`src/rtl/cv32e40p_register_file_sb.sv`:
```
// Multi-ported register file with a per-register reservation scoreboard.
// Long-latency destinations are reserved up front and released by a clearing write.
module cv32e40p_register_file_sb #(
  parameter int DATA_WIDTH = 32,
  parameter int NUM_RPORTS = 3,
  parameter int NUM_WPORTS = 2,
  parameter int FP_REGS    = 0,
  parameter int BYPASS     = 1,
  localparam int AW        = 5 + FP_REGS,
  localparam int NUM_REGS  = 32 * (1 + FP_REGS),
  localparam int CW        = $clog2(NUM_REGS + 1)
) (
  input  logic                                 clk,
  input  logic                                 rst_n,
  input  logic [NUM_RPORTS-1:0][AW-1:0]         raddr_i,
  output logic [NUM_RPORTS-1:0][DATA_WIDTH-1:0] rdata_o,
  output logic [NUM_RPORTS-1:0]                 rbusy_o,
  input  logic [NUM_WPORTS-1:0]                 we_i,
  input  logic [NUM_WPORTS-1:0][AW-1:0]         waddr_i,
  input  logic [NUM_WPORTS-1:0][DATA_WIDTH-1:0] wdata_i,
  input  logic [NUM_WPORTS-1:0]                 wclr_i,
  input  logic                                 rsv_valid_i,
  input  logic [AW-1:0]                        rsv_addr_i,
  output logic                                 rsv_ready_o,
  output logic [CW-1:0]                        busy_cnt_o,
  output logic                                 err_o
);

  logic [DATA_WIDTH-1:0] mem_q [NUM_REGS];
  logic [DATA_WIDTH-1:0] mem_d [NUM_REGS];
  logic [NUM_REGS-1:0]   busy_q, busy_d;
  logic [CW-1:0]         busy_cnt_q, busy_cnt_d;
  logic                  err_q, err_d;
  logic [NUM_REGS-1:0]   clr_vec;
  logic [NUM_REGS-1:0]   set_vec;
  logic                  rsv_accept;

  // Registers whose reservation is retired by a clearing write this cycle.
  always_comb begin
    clr_vec = '0;
    for (int w = 0; w < NUM_WPORTS; w++) begin
      if (we_i[w] && wclr_i[w]) clr_vec[waddr_i[w]] = 1'b1;
    end
    clr_vec[0] = 1'b0;
  end

  assign rsv_ready_o = ~busy_q[rsv_addr_i] | clr_vec[rsv_addr_i];
  assign rsv_accept  = rsv_valid_i & rsv_ready_o & (rsv_addr_i != '0);

  always_comb begin
    set_vec = '0;
    if (rsv_accept) set_vec[rsv_addr_i] = 1'b1;
  end

  // A reservation landing on a register being cleared keeps it busy.
  assign busy_d = (busy_q & ~clr_vec) | set_vec;

  always_comb begin
    busy_cnt_d = busy_cnt_q;
    for (int r = 0; r < NUM_REGS; r++) begin
      if (busy_d[r] && !busy_q[r]) begin
        busy_cnt_d = busy_cnt_d + CW'(1);
      end else if (!busy_d[r] && busy_q[r]) begin
        busy_cnt_d = busy_cnt_d - CW'(1);
      end
    end
  end

  always_comb begin
    err_d = 1'b0;
    for (int w = 0; w < NUM_WPORTS; w++) begin
      if (we_i[w] && wclr_i[w] && waddr_i[w] != '0 && !busy_q[waddr_i[w]]) err_d = 1'b1;
    end
  end

  // Later write ports override earlier ones on an address collision.
  always_comb begin
    for (int r = 0; r < NUM_REGS; r++) begin
      mem_d[r] = mem_q[r];
      for (int w = 0; w < NUM_WPORTS; w++) begin
        if (we_i[w] && waddr_i[w] == AW'(r) && r != 0) mem_d[r] = wdata_i[w];
      end
    end
  end

  always_comb begin
    for (int p = 0; p < NUM_RPORTS; p++) begin
      rdata_o[p] = mem_q[raddr_i[p]];
      rbusy_o[p] = busy_q[raddr_i[p]];
      if (BYPASS != 0 && raddr_i[p] != '0) begin
        for (int w = 0; w < NUM_WPORTS; w++) begin
          if (we_i[w] && waddr_i[w] == raddr_i[p]) rdata_o[p] = wdata_i[w];
        end
        if (clr_vec[raddr_i[p]]) rbusy_o[p] = 1'b0;
      end
    end
  end

  always_ff @(posedge clk or negedge rst_n) begin
    if (!rst_n) begin
      for (int r = 0; r < NUM_REGS; r++) mem_q[r] <= '0;
      busy_q     <= '0;
      busy_cnt_q <= '0;
      err_q      <= 1'b0;
    end else begin
      for (int r = 0; r < NUM_REGS; r++) mem_q[r] <= mem_d[r];
      busy_q     <= busy_d;
      busy_cnt_q <= busy_cnt_d;
      err_q      <= err_d;
    end
  end

  assign busy_cnt_o = busy_cnt_q;
  assign err_o      = err_q;

endmodule

```
`config.mk`:
```
export PLATFORM = sky130hd
export DESIGN_NAME = cv32e40p_register_file_sb
export DESIGN_NICKNAME = d
export VERILOG_FILES = /design/src/rtl/cv32e40p_register_file_sb.sv
export SDC_FILE = /design/constraint.sdc
export NUM_CORES = 2
export LEC_CHECK = 0
export ABC_AREA = 0
export BUFFER_PORTS_ARGS = -buffer_cell sky130_fd_sc_hd__clkbuf_2
export CAP_MARGIN = 10
export CORE_MARGIN = 2
export CORE_UTILIZATION = 50
export DETAILED_ROUTE_END_ITERATION = 16
export PLACE_DENSITY = 0.69
export SLEW_MARGIN = 20
export SYNTH_ARGS = -nofsm -noshare
export SYNTH_HDL_FRONTEND = slang
export SYNTH_SLANG_ARGS = --single-unit
```
`constraint.sdc`:
```
create_clock -name clk -period 71.9 [get_ports clk]
set_input_delay 14.38 -clock clk [delete_from_list [all_inputs] [get_ports clk]]
set_output_delay 14.38 -clock clk [all_outputs]
set_load 0.02 [all_outputs]
```
### After elaboration in Yosys (flattened, before gate mapping)

Cells that the tools add are included.

| storage, ports and cells | value |
|---|---|
| flip-flop bits (word level) | 1,031 |
| output and inout bits | 107 |
| input bits | 101 |
| logic and storage cells | 614 |

| cells by class | value |
|---|---|
| mux-type cells | 181 |
| reductions and logical operators | 244 |
| bitwise gates (word level) | 11 |
| $lt $le $gt $ge | 12 |
| equal/unequal tests | 68 |
| $add $sub $neg | 64 |

Operators with widths:

| kind | count |
|---|---|
| 2-to-1 mux 32 bit | 80 |
| binary-select mux 32 bit (select 5 bit) | 3 |
| 2-to-1 mux 6 bit | 64 |
| adder 6 x 1 -> 6 bit, second input constant | 32 |
| subtractor 6 x 1 -> 6 bit, second input constant | 32 |
| == test 5 bit, second input constant | 32 |
| logical AND 1 bit | 141 |
| == test 5 x 4 -> 1 bit, second input constant | 16 |
| zero test 1 bit | 66 |
| bitwise OR 32 bit | 2 |
| nonzero test 2 bit | 31 |
| binary-select mux 1 bit (select 5 bit) | 10 |
| == test 5 x 3 -> 1 bit, second input constant | 8 |
| < comparator 5 x 6 -> 1 bit, second input constant | 6 |
| AND 32 bit | 1 |
| NOT 32 bit | 1 |
| == test 5 bit | 6 |
| nonzero test 5 bit | 6 |
| 2-to-1 mux 1 bit | 21 |
| == test 5 x 2 -> 1 bit, second input constant | 4 |
| greater-or-equal comparator 6 bit, second input constant | 3 |
| NOT 5 -> 6 bit | 3 |
| demux 1 bit (select 5 bit) | 3 |
| greater-or-equal comparator 5 x 1 -> 1 bit, second input constant | 3 |
| other kinds (4) | 6 |

### Logic depth before layout (Yosys ltp)

| logic depth | value |
|---|---|
| depth in word-level cells | 111 |
| mapped depth | 138 |

### Worst setup path before layout

No wires, ideal clock.

| timing | value |
|---|---|
| kind | input -> register |
| start | input waddr_i[9] (netlist name) |
| end | register busy_cnt_q[5] (netlist: busy_cnt_o[5]) |
| data arrival time | 40.638 ns |
| stages | 129 |
| setup time | 0.134 ns |
| path slack | 31.128 ns |
| required time | 71.766 ns |
| buffers on the path | 4 |
| path through | buf_2 -> or3b_1 -> buf_2 -> o22ai_2 -> mux2i_1 -> a221oi_2 -> o31a_1 -> o211ai_2 -> inv_2 -> buf_6 -> a21oi_4 -> or2_1 -> ha_1 -> inv_1 -> nor3_1 -> a31oi_1 -> nand2_1 -> ha_1 -> (+93 left out) -> o221ai_1 -> ha_1 -> a221o_1 -> ha_1 -> mux2i_1 -> mux2_2 -> inv_1 -> ha_1 -> o211ai_1 -> o21a_1 -> inv_1 -> ha_1 -> a21boi_0 -> xor2_1 -> nand3_1 -> or4b_1 -> o31ai_1 -> xnor3_1 |

| on the way | value |
|---|---|
| word-level cells in the longest chain between the ends | 110 |
| elaborated cells on any way between the ends | 238 |

Ends and longest elaborated chain:

| item | RTL line | source |
|---|---|---|
| start: declaration | 19 | `input logic [NUM_WPORTS-1:0][AW-1:0] waddr_i,` |
| < comparator 5 x 6 -> 1 bit (not written as such) / greater-or-equal comparator 5 x 1 -> 1 bit (equally long branches) | 42 | `if (we_i[w] && wclr_i[w]) clr_vec[waddr_i[w]] = 1'b1;` |
| logical AND 1 bit (not written as such) | 42 |  |
| 2-to-1 mux 1 bit (not written as such) | 42 |  |
| demux 1 bit (select 5 bit) * | 42 |  |
| bitwise OR 32 bit (no line) * | n/a |  |
| 2-to-1 mux 32 bit * | 42 |  |
| binary-select mux 1 bit (select 5 bit) * | 47 | `assign rsv_ready_o = ~busy_q[rsv_addr_i] \| clr_vec[rsv_addr_i];` |
| 2-to-1 mux 1 bit (not written as such) * | 47 |  |
| (+1 left out) | n/a |  |
| net rsv_ready_o | 24 | `output logic rsv_ready_o,` |
| (+94 left out) | n/a |  |
| 2-to-1 mux 6 bit | 61 | `if (busy_d[r] && !busy_q[r]) begin` |
| subtractor 6 x 1 -> 6 bit | 64 | `busy_cnt_d = busy_cnt_d - CW'(1);` |
| 2-to-1 mux 6 bit | 63 | `end else if (!busy_d[r] && busy_q[r]) begin` |
| 2-to-1 mux 6 bit | 61 |  |
| subtractor 6 x 1 -> 6 bit | 64 |  |
| 2-to-1 mux 6 bit | 63 |  |
| 2-to-1 mux 6 bit * | 61 |  |
| net busy_cnt_d[5] | 32 | `logic [CW-1:0] busy_cnt_q, busy_cnt_d;` |
| end signal: assignment | 108 | `busy_cnt_q <= busy_cnt_d;` |
| end: declaration | 32 |  |

Mark *: on every way through the listed nets, which the timed path passes. The rest lies on a longest branch. The select of a mux whose other input is x is not followed.
A chain may end at the register's enable or synchronous reset.

### Worst setup path after layout

| timing | value |
|---|---|
| start | input waddr_i[8] (netlist name) |
| end | register busy_cnt_q[5] (netlist: busy_cnt_o[5]) |

| on the way | value |
|---|---|
| word-level cells in the longest chain between the ends | 110 |
| elaborated cells on any way between the ends | 238 |

Ends and longest elaborated chain:

| item | RTL line |
|---|---|
| < comparator 5 x 6 -> 1 bit (not written as such) / greater-or-equal comparator 5 x 1 -> 1 bit (equally long branches) | 42 |
| logical AND 1 bit (not written as such) | 42 |
| 2-to-1 mux 1 bit (not written as such) | 42 |
| demux 1 bit (select 5 bit) * | 42 |
| bitwise OR 32 bit (no line) * | n/a |
| 2-to-1 mux 32 bit * | 42 |
| binary-select mux 1 bit (select 5 bit) | 47 |
| 2-to-1 mux 1 bit (not written as such) | 47 |
| (+95 left out) | n/a |
| 2-to-1 mux 6 bit | 61 |
| subtractor 6 x 1 -> 6 bit | 64 |
| 2-to-1 mux 6 bit | 63 |
| 2-to-1 mux 6 bit | 61 |
| subtractor 6 x 1 -> 6 bit | 64 |
| 2-to-1 mux 6 bit | 63 |
| 2-to-1 mux 6 bit * | 61 |
| net busy_cnt_d[5] | 32 |

Marked as above.

==> reports/results.md <==
Outcome
* complete, no violations — outcome

STA
* 0.427 ns — final-layout worst hold slack
* 1.28 ns — slew at the pin closest to its max-slew limit
* 0 — Final Hold Viols
* 0 — final number of setup-violating endpoints
* 62.4% — Final period util
* 0 ns — final-layout setup total negative slack
* 0 — number of max-slew violations in the final report
* 44.86 ns — final critical path time including I/O delays and setup
* 14.4% — Relative slew margins
* false — RSZ-0062 raised after global routing
* 0.0223 GHz — highest clock rate
* 0.0255 ns — Setup Skew

Routing
* 7 — DRT Pass-1 Iters
* 33.3 µm — average detailed-routed wire length per instance
* 330,000 µm — wire length after detailed routing
* 0 — Detail Route Antenna Nets
* 71.8k — total via count in the routed design
* 11.3k — number of DRC markers after the initial detailed-route iteration
* 7.25 — number of vias per cell after detailed routing
* 0 — DRC violation count after routing

Floorplan
* 414 µm — die height
* 167,000 µm² — placeable core region
* 208 — Boundary Pins
* 414 µm — width of the die
* 50.4% — Initial Util
* 150 — Placement Rows
* 172,000 µm² — full die area

Power
* 149 µV — worst ir drop on vdd
* 37.2 nW — leakage component of the power
* 44.9 nW/µm² — Power Density

Clock tree
* done — CTS tree
* 0.76 ns — latest clock arrival within the worst-skew pair
* 1,031 — clock net sink count
* 3 — number of buffers between clock root and the deepest sink
* sky130_fd_sc_hd__clkbuf_16 — CTS root buffer
* 0.06 ns — clock transition at the registers of the reported paths
* 113 — CTS buffer count
* 0 — hold buffers post-CTS
* 0 — post-CTS sizing
* 0 — buffers inserted during post-CTS setup optimization
* 3 — CTS H-tree lvls

Finish
* 22.3% — share of final-layout standard cells stronger than drive strength 1
* 7.34% — layout overhead on the synthesized area
* 7,751 — count of nets after finishing

Placement
* 191,000 µm — Detail Placement HPWL
* 207 — port buffer count
* 0.937 — final weighted congestion in routability-driven placement

Logic synthesis
* 8,215 — Mapped Nets
* 10.5 µm² — average size of a mapped cell
* 100% — proportion of register bits with asynchronous set or reset after synthesis
* 8,052 — gate count after technology mapping
* sky130_fd_sc_hd__dfrtp_1 — ys flop type
* 0 — Post-synth EDFFs
* 30.6% — proportion of synthesized chip area in sequential cells
* 1,031 — Synth Register Bits
* 113 — number of distinct library cells after synthesis
* 0 — Synthesis Warnings
* 84,200 µm² — synthesized cell area

Global route
* 169 — pin count of the biggest net entering global routing
* 69.2k — number of global-route vias before repair
* 37.7% — Total Routing Usage GR
* 479,000 µm — first-pass GRT wire length
* 29 — number of antenna violations at the first check in global routing
* 0 — overflow left after global routing

Critical path
* 45.48 ns — arrival time worst endpoint
* primary input to register — critical path class
* 20 — critical path fanouts, max
* primary input — crit start category
* sky130_fd_sc_hd__ha_1 — cell seen most often among critical-path stages
* sky130_fd_sc_hd__a2111oi_0 — critical path's slowest cell
* 72.51 ns — Required @ worst endpoint
* compound AO/OA/AOI/OAI gates — delay-heaviest family, CP
* 129 — number of stages on the worst setup path
* 127 — depth of the most critical reg-to-reg path
* 15 — buffer and inverter count on the worst path
* register — kind of end point of the critical path
* 0.73 ns — Crit path largest cell delay

Run
* 0 — max-capacitance violation count

Worst hold path
* 0 — hold depth
* register to register — worst min-delay path class

==> through the flow <==
stage / utilization [%] / instance area [µm²] / setup slack, ns / total power, mW / cells
floorplan: - / 84200 / 31.13 / 2.82 / 8052
global placement: 51.6 / 86200 / 27.62 / 3.27 / 9672
detailed placement: 51.6 / 86300 / 26.85 / 3.38 / 9675
CTS: 54.0 / 90300 / 27.55 / 4.02 / 9882
global route: 54.1 / 90400 / 24.53 / 4.38 / 9897
finish: 54.1 / 90400 / 27.04 / 4.06 / 9905
==> final cells by class <==
type,count,area [µm²]
diodes,21,52.6
clock buffers,160,3270
clock inverters,47,721
fillers,14097,76800
inverters,97,364
multi-input cells,6003,55100
flip-flops and latches,1031,25800
well taps,2204,2760
repair buffers,342,2340
==> cells by family (layout without fill, tap and decap cells) <==
logic type / count (synthesis) / after routing / synth area share (%)
AOI/OAI and AO/OA: 1681 / 1681 / 11.8
muxes: 2162 / 2162 / 39.4
other: 0 / 21 / 0
adders and majority gates: 62 / 62 / 0.921
buffers and inverters: 1018 / 646 / 4.62
DFF: 1031 / 1031 / 30.6
xor gates and xnor gates: 238 / 238 / 2.99
and+or+nand+nor: 1860 / 1860 / 9.57
==> cell usage after synthesis, drive strengths merged (62+ instances only) <==
cell    instances  area share, %
clkbuf        687            3.1
nand2         773            3.4
buf           234            1.1
o22ai          93           0.72
mux2i        1147             14
nor2          678            3.0
xnor2         143            1.7
dfrtp        1031             31
nand3          81           0.50
xor2           84           0.98
nor3           67           0.41
mux4          915             24
o21ai         617            3.7
a21oi         546            3.3
a22o           98            1.0
a22oi         108           0.97
ha             62           0.92
mux2          100            1.3
inv            97           0.43
==> flip-flops by register name, indices dropped and copies added, names as in the netlist <==
signal      count
mem_q         992
busy_q         32
busy_cnt_o      6
err_o           1
==> cell usage in the layout, fill, tap and decap left out, types with 73 or more instances in the layout <==
cell                        Yosys  routed
sky130_fd_sc_hd__a21oi_1      542     540
sky130_fd_sc_hd__a22o_1        98      98
sky130_fd_sc_hd__a22oi_1      107     107
sky130_fd_sc_hd__buf_4          2     126
sky130_fd_sc_hd__clkbuf_16      0     115
sky130_fd_sc_hd__clkbuf_2       0     191
sky130_fd_sc_hd__dfrtp_1     1031    1031
sky130_fd_sc_hd__inv_1         87      87
sky130_fd_sc_hd__mux2_2       100     100
sky130_fd_sc_hd__mux2i_1     1147    1147
sky130_fd_sc_hd__mux4_2       915     915
sky130_fd_sc_hd__nand2_1      773     749
sky130_fd_sc_hd__nand3_1       78      74
sky130_fd_sc_hd__nor2_1       678     648
sky130_fd_sc_hd__o21ai_0      611     611
sky130_fd_sc_hd__o22ai_1       89      89
sky130_fd_sc_hd__xnor2_1      124     124
sky130_fd_sc_hd__xor2_1        73      73
==> worst paths after layout <==
kind	startpoint	endpoint	slack, ns
setup / recovery	waddr_i[8]	busy_cnt_o[5]	27.04
hold / removal	busy_q[0]	busy_q[0]	0.43
setup reg to reg	busy_q[28]	busy_cnt_o[5]	41.23
hold reg to reg	busy_q[0]	busy_q[0]	0.43
max in group asynchronous	rst_n	mem_q[887]	55.09
min in group asynchronous	rst_n	mem_q[355]	13.66
==> power breakdown <==
| part | switching (mW) | total (mW) | internal [mW] |
|---|---|---|---|
| Sequential | 0.168 | 0.911 | 0.743 |
| Clock | 0.266 | 0.642 | 0.376 |
| Combinational | 1.41 | 2.51 | 1.09 |
==> metal layers <==
layer	up-vias	global-route usage [%]	routed length [µm]
met3	1313	13.3	47500
li1	29349	-	-
met1	35557	48.1	116000
met2	5587	54.2	142000
met5	-	1.08	397
met4	24	24.8	24300
No activity file was read; power rests on OpenSTA's default activity.
